===== config.mk =====
export PLATFORM = sky130hd
export DESIGN_NAME = tmr_serial_deframer
export DESIGN_NICKNAME = d
export VERILOG_FILES = /design/src/rtl/tmr_serial_deframer.sv
export SDC_FILE = /design/constraint.sdc
export NUM_CORES = 1
export LEC_CHECK = 0
export CORE_ASPECT_RATIO = 0.7
export CORE_MARGIN = 2
export CORE_UTILIZATION = 35
export DETAILED_ROUTE_END_ITERATION = 10
export HOLD_SLACK_MARGIN = 0.05
export PLACE_DENSITY = 0.58
export RECOVER_POWER = 50
export SLEW_MARGIN = 20
export SYNTH_ARGS = -nofsm -noshare
export SYNTH_HDL_FRONTEND = slang
export SYNTH_SLANG_ARGS = --single-unit

===== constraint.sdc =====
create_clock -name clk -period 1.1 [get_ports clk]
set_input_delay 0.22 -clock clk [delete_from_list [all_inputs] [get_ports clk]]
set_output_delay 0.22 -clock clk [all_outputs]
set_load 0.02 [all_outputs]

===== src/rtl/tmr_serial_deframer.sv =====
// tmr_serial_deframer: rebuilds parallel words from start/stop framed serial data.
// FSM, counter, shift register and outputs are triplicated, voted and scrubbed each clock.
module tmr_serial_deframer #(
  parameter int WIDTH = 4
) (
  input  logic             clk,
  input  logic             rst,
  input  logic             enable,
  input  logic             serial_in,
  input  logic [2:0]       inj_mask,
  output logic [WIDTH-1:0] word_out,
  output logic             word_valid,
  output logic             frame_error,
  output logic             tmr_error,
  output logic             busy
);
  localparam int CW = $clog2(WIDTH);
  typedef enum logic [1:0] {IDLE = 2'd0, DATA = 2'd1, STOP = 2'd2} state_e;
  logic [1:0]       st_q  [3];
  logic [CW-1:0]    cnt_q [3];
  logic [WIDTH-1:0] sh_q  [3];
  logic [WIDTH-1:0] wo_q  [3];
  logic             wv_q  [3];
  logic             fe_q  [3];
  logic             te_q  [3];
  logic [1:0]       st_v;
  logic [CW-1:0]    cnt_v, cnt_d;
  logic [WIDTH-1:0] sh_v, sh_d, wo_d;
  logic             wv_d, fe_d, mis;
  state_e           st, st_d;
  assign st_v  = (st_q[0] & st_q[1]) | (st_q[0] & st_q[2]) | (st_q[1] & st_q[2]);
  assign cnt_v = (cnt_q[0] & cnt_q[1]) | (cnt_q[0] & cnt_q[2]) | (cnt_q[1] & cnt_q[2]);
  assign sh_v  = (sh_q[0] & sh_q[1]) | (sh_q[0] & sh_q[2]) | (sh_q[1] & sh_q[2]);
  assign st    = state_e'(st_v);
  assign word_out    = (wo_q[0] & wo_q[1]) | (wo_q[0] & wo_q[2]) | (wo_q[1] & wo_q[2]);
  assign word_valid  = (wv_q[0] & wv_q[1]) | (wv_q[0] & wv_q[2]) | (wv_q[1] & wv_q[2]);
  assign frame_error = (fe_q[0] & fe_q[1]) | (fe_q[0] & fe_q[2]) | (fe_q[1] & fe_q[2]);
  assign tmr_error   = (te_q[0] & te_q[1]) | (te_q[0] & te_q[2]) | (te_q[1] & te_q[2]);
  assign busy        = st != IDLE;
  // Any replica out of line with the others this cycle flags tmr_error at the next edge.
  assign mis = (st_q[0] != st_q[1]) || (st_q[0] != st_q[2]) ||
               (cnt_q[0] != cnt_q[1]) || (cnt_q[0] != cnt_q[2]) ||
               (sh_q[0] != sh_q[1]) || (sh_q[0] != sh_q[2]) ||
               (wo_q[0] != wo_q[1]) || (wo_q[0] != wo_q[2]) ||
               (wv_q[0] != wv_q[1]) || (wv_q[0] != wv_q[2]) ||
               (fe_q[0] != fe_q[1]) || (fe_q[0] != fe_q[2]);
  always_comb begin
    st_d  = st;
    cnt_d = cnt_v;
    sh_d  = sh_v;
    wo_d  = word_out;
    wv_d  = 1'b0;
    fe_d  = 1'b0;
    case (st)
      IDLE: if (enable && serial_in) begin
        st_d  = DATA;
        cnt_d = '0;
      end
      DATA: if (enable) begin
        sh_d  = {sh_v[WIDTH-2:0], serial_in};
        cnt_d = cnt_v + CW'(1);
        st_d  = (cnt_v == CW'(WIDTH - 1)) ? STOP : DATA;
      end
      STOP: if (enable) begin
        st_d = IDLE;
        wo_d = serial_in ? word_out : sh_v;
        wv_d = !serial_in;
        fe_d = serial_in;
      end
      default: st_d = IDLE;
    endcase
  end
  always_ff @(posedge clk or negedge rst)
    if (!rst) begin
      for (int r = 0; r < 3; r++) begin
        st_q[r]  <= IDLE;
        cnt_q[r] <= '0;
        sh_q[r]  <= '0;
        wo_q[r]  <= '0;
        wv_q[r]  <= 1'b0;
        fe_q[r]  <= 1'b0;
        te_q[r]  <= 1'b0;
      end
    end else begin
      for (int r = 0; r < 3; r++) begin
        st_q[r]  <= st_d;
        cnt_q[r] <= cnt_d;
        sh_q[r]  <= sh_d ^ WIDTH'(inj_mask[r]);
        wo_q[r]  <= wo_d;
        wv_q[r]  <= wv_d;
        fe_q[r]  <= fe_d;
        te_q[r]  <= mis;
      end
    end
endmodule


**Word-level counts from Yosys, hierarchy flattened**

Index checks and enable logic that the tools add are counted.
Widths: inputs -> output; s select.

- $add $sub $neg: 1
- $mul: 0
- Div/mod/pow operators: 0
- Magnitude comparators: 0
- Equal/unequal tests: 5
- Shifts and indexed selects: 0
- Mux-type cells: 17
- Bitwise gates (word level): 17
- Reductions and logical operators: 5

Operators with widths:

| kind | number |
|---|---|
| $mux 4 | 5 |
| $and 4x4->4 | 4 |
| $or 4x4->4 | 4 |
| $mux 2 | 6 |
| $xor 4x1->4 | 3 |
| $ne 4x4->1 | 2 |
| $or 2x2->2 | 4 |
| $pmux 2 s3 | 1 |
| $and 2x2->2 | 2 |
| $eq 2x2->1 const B | 2 |
| $mux 1 | 4 |
| $pmux 2 s2 | 1 |
| $add 2x1->2 const B | 1 |
| $eq 2x1->1 const B | 1 |
| $logic_not 2->1 | 1 |
| $reduce_bool 2->1 | 1 |
| $logic_and 1x1->1 | 1 |
| $logic_not 1->1 | 1 |
| $logic_or 1x1->1 | 1 |

- Register bits after elaboration: 23
- Latch bits: 0
- RAM bits: 0
- Bits in read-only memories: 0
- Input bits: 7
- Logic and storage cells: 54
- Memories: 0

**Logic depth before layout (Yosys ltp)**

- Word-level depth: 7
- Depth in mapped cells: 4
- Mapped depth without buffers: 4

**Worst setup path before layout**

Ideal clock, no wire load.

- Kind: register to register
- Start point: register sh_q[4] (netlist name)
- End point: register sh_q[0] (netlist name)
- Library setup time: 0.080 ns
- Data arrival time: 1.164 ns
- Data required time: 1.020 ns
- Setup slack: -0.144 ns
- Stages on the path, launching flop included: 5
- Clock period less this slack: 1.244 ns
- Path through: dfrtp_1 > ha_1 > a211oi_1 > mux2_4 > xnor2_1

- Word-level cells in the longest chain between the ends: 6
- Elaborated cells on any way between the ends: 7
- Classes of those cells: mux: 2; bitwise: 5

Ends and longest elaborated chain:

| what | line | text |
|---|---|---|
| start, declared | 21 | `logic [WIDTH-1:0] sh_q [3];` |
| start signal, assigned by index | 88 | `sh_q[r] <= sh_d ^ WIDTH'(inj_mask[r]);` |
| $and 4x4->4 | 33 | `assign sh_v = (sh_q[0] & sh_q[1]) \| (sh_q[0] & sh_q[2]) \| (sh_q[1] & sh_q[2]);` |
| $or 4x4->4 | 33 |  |
| $or 4x4->4 (*) | 33 |  |
| $mux 4 | 59 | `DATA: if (enable) begin` |
| $mux 4 (*) | 54 | `case (st)` |
| $xor 4x1->4 (*) | 88 |  |

Mark *: on every way between the ends. The rest lies on a longest branch, timed or not.

**Worst setup path in the final report**

- Start point: register st_q[0] (netlist name)
- End point: register wo_q[2] (netlist name)

- Word-level cells in the longest chain between the ends: 5

Ends and longest elaborated chain:

| what | line | text |
|---|---|---|
| start, declared | 19 | `logic [1:0] st_q [3];` |
| start signal, assigned by index | 86 | `st_q[r] <= st_d;` |
| $and 2x2->2 (*) | 31 | `assign st_v = (st_q[0] & st_q[1]) \| (st_q[0] & st_q[2]) \| (st_q[1] & st_q[2]);` |
| $or 2x2->2 | 31 |  |
| $or 2x2->2 (*) | 31 |  |
| $eq 2x2->1 (*) | 54 |  |
| $mux 4 (*) | 54 |  |
| end signal, assigned by index | 89 | `wo_q[r] <= wo_d;` |
| end, declared | 22 | `logic [WIDTH-1:0] wo_q [3];` |

Marked as above.

==> flow_metrics.py <==
metrics = {
    "sta": {
        "max_freq_mhz": 761,
        "setup_viol": 15,
        "rsz0062_at_grt": "true",
        "slew_violations": 0,
        "period_minus_slack_ps": 1310,
        "setup_ws_ps": -214,
        "finalHoldWorstSlack_ps": 388,
        "skew_ps": 2.61,
        "worstMarginPinSlew_ps": 420,
        "period_share_pct": 119,
        "slew_headroom_pct": 72.0,
        "hold_viol_final": 0,
    },
    "logic_synthesis": {
        "synth_top_cell_by_area": "dfrtp_1",
        "async_reset_ff_share_pct": 100,
        "ys_seq_area_share_pct": 57.6,
        "synth_cells": 54,
        "synth_warnings": 0,
        "synth_top_area_share_pct": 57.6,
        "syn_area_um2": 738,
        "yosysUniqueCellTypes": 21,
        "synth.net_count": 64,
        "ys.flop_type": "dfrtp_1",
        "ys_ff_latch": 17,
        "postSynthAreaPerCell_um2": 13.7,
        "synth_commonest_cells": "17 x dfrtp_1, 4 x mux2_4, 4 x nand2_1",
        "synth.most_common_cell": "dfrtp_1",
        "synth_edf_count": 0,
        "synth.area.top_cells": "dfrtp_1 58%, mux2_4 8.1%, ha_1 5.1%, mux2_2 4.6%, xnor2_1 3.6%",
    },
    "die": {
        "num_rows": 13,
        "io_pins": 15,
        "core_area_um2": 1920,
        "die_area_um2": 2500,
        "initial_core_util_pct": 38.5,
        "fp.dieH_um": 42.4,
        "die_w_um": 58.9,
    },
    "detailed_routing": {
        "ant_nets": 0,
        "vias": 524,
        "first_pass_iters": 2,
        "drt_iter0_drc": 4,
        "post_drt_wl_per_cell_um": 12.1,
        "drt-total-wl_mm": 1.38,
        "viasPerCell": 4.60,
        "drc_errors": 0,
    },
    "cells_and_area": {
        "drive_gt1_share_pct": 59.8,
        "area_delta_synth_final_pct": 53.2,
        "nFillCells": 165,
        "fin_area_um2": 1130,
        "diodes": 0,
        "final_core_util_pct": 58.9,
        "nets": 103,
    },
    "placed_design": {
        "dp_slack_ps": -423,
        "port_buffers": 14,
        "place_area_um2": 1020,
        "place_hpwl_um": 917,
        "gp_congestion": 0.708,
    },
    "clock_tree": {
        "insertion_delay_ps": 280,
        "htreeDepth": 1,
        "numClockSinks": 17,
        "clk_path_buf_depth": 2,
        "path_clk_slew_ps": 90,
        "hold_buffers": 0,
        "cts_tree": "done",
        "root_buffer": "clkbuf_4",
        "numCtsBuffers": 3,
    },
    "global_route": {
        "grt_max_degree": 18,
        "grt_pass1_wl_mm": 2.32,
        "gr-usage-all-layers_pct": 12.7,
        "grt_pass1_vias": 525,
        "antenna_found_initial": 0,
        "grt-ovfl-total": 0,
    },
    "critical_path": {
        "criticalPathCategory": "flop to flop",
        "crit_path_start_kind": "flop",
        "end_kind": "flop",
        "worstPathRequired_ps": 1280,
        "crit_path_max_fanout": 4,
        "cp_data_arrival_time_ps": 1490,
    },
    "run_status": {
        "status": "finished with violations",
        "failed_checks": "setup timing",
    },
    "job": {
        "max_cap_violations": 0,
    },
    "min_path": {
        "hold_path.class": "primary input to async pin",
    },
    "power_and_ir_drop": {
        "p_leak_nw": 0.571,
        "ir_drop_mv": 1.06,
        "power_density_nw_per_um2": 2640,
    },
}
## path summary, 6_finish.rpt
kind	startpoint	to	slack (ps)	cells after the start
worst max register to register	st_q[0]	wo_q[2]	-210	3
worst min-delay path	rst	wo_q[3]	390	2
worst min register to register	cnt_q[1]	cnt_q[1]	510	1
worst max-delay path	st_q[0]	wo_q[2]	-210	3
max in group asynchronous	rst	te_q[0]	420	2
min in group clk	inj_mask[2]	sh_q[0]	510	2
## per-layer routing
metal / track usage (%) / wire length, µm / vias up
li1: - / - / 261
met1: 15.8 / 659 / 251
met2: 20.2 / 625 / 12
met3: 6.48 / 92 / 0
met4: 1.36 / 0 / 0
met5: 0 / 0 / -
## stage by stage
stage	cells	power, mW	setup TNS, ps
final	114	2.99	-2240
after global routing	114	3.21	-2770
after CTS	111	2.83	-2310
after detailed placement	105	2.39	-5850
after global placement	105	2.36	-5510
after floorplan	54	1.78	-586
## critical path: stages, from the launching register on
cell      delay (ps)
dfrtp_1          410
buf_6            130
and4bb_4         360
mux2_4           310
## cells in the final DEF, fill, tap and decap left out, drive strengths merged
cell / netlist / routed
dlygate4sd3: 0 / 1
buf: 1 / 28
a22o: 1 / 1
or2: 3 / 3
and4bb: 1 / 1
nor2: 2 / 2
a211oi: 1 / 1
dfrtp: 17 / 17
nand3b: 1 / 1
xnor2: 3 / 3
dlygate4sd2: 0 / 1
nor2b: 1 / 1
clkbuf: 0 / 5
o21ai: 2 / 2
a21oi: 2 / 2
nand2b: 1 / 1
ha: 3 / 3
nand2: 4 / 4
mux2: 7 / 7
o22ai: 1 / 1
inv: 2 / 2
or2b: 1 / 1
clkdlybuf4s50: 0 / 4
## layout make-up
class	instances	area (µm²)	area share, %
well taps	22	27.5	2.43
inverters	2	7.51	0.664
clock buffers	4	26.3	2.32
multi-input cells	34	354	31.3
repair buffers	35	290	25.7
flip-flops and latches	17	425	37.6
## state kept, by name, summed over array words and instances, names as in the netlist
signal  count
cnt_q       2
wo_q        4
sh_q        6
st_q        2
fe_q        1
te_q        1
wv_q        1
## cells by family after synthesis
logic type / count (synthesis) / synth area share (%)
adders and majority gates: 3 / 5.09
buffers and inverters: 3 / 2.54
AOI/OAI and AO/OA: 7 / 5.76
xor gates and xnor gates: 3 / 3.56
DFF: 17 / 57.6
and+or+nand+nor: 14 / 12.7
muxes: 7 / 12.7
## timing repair
item                                    4_1_cts  5_1_grt
gates cloned                                  0        0
setup buffers                                 2        3
pin swaps                                     5        5
resized for setup                            47       13
endpoints found under the setup margin       22       16
## where the power goes
part	internal [mW]	leakage (nW)	switching (mW)	total, mW
clock network	0.141	0.0150	0.186	0.327
registers	0.884	0.214	0.155	1.04
logic	0.989	0.342	0.631	1.62
Note: power is estimated with default switching activity, not from simulation.
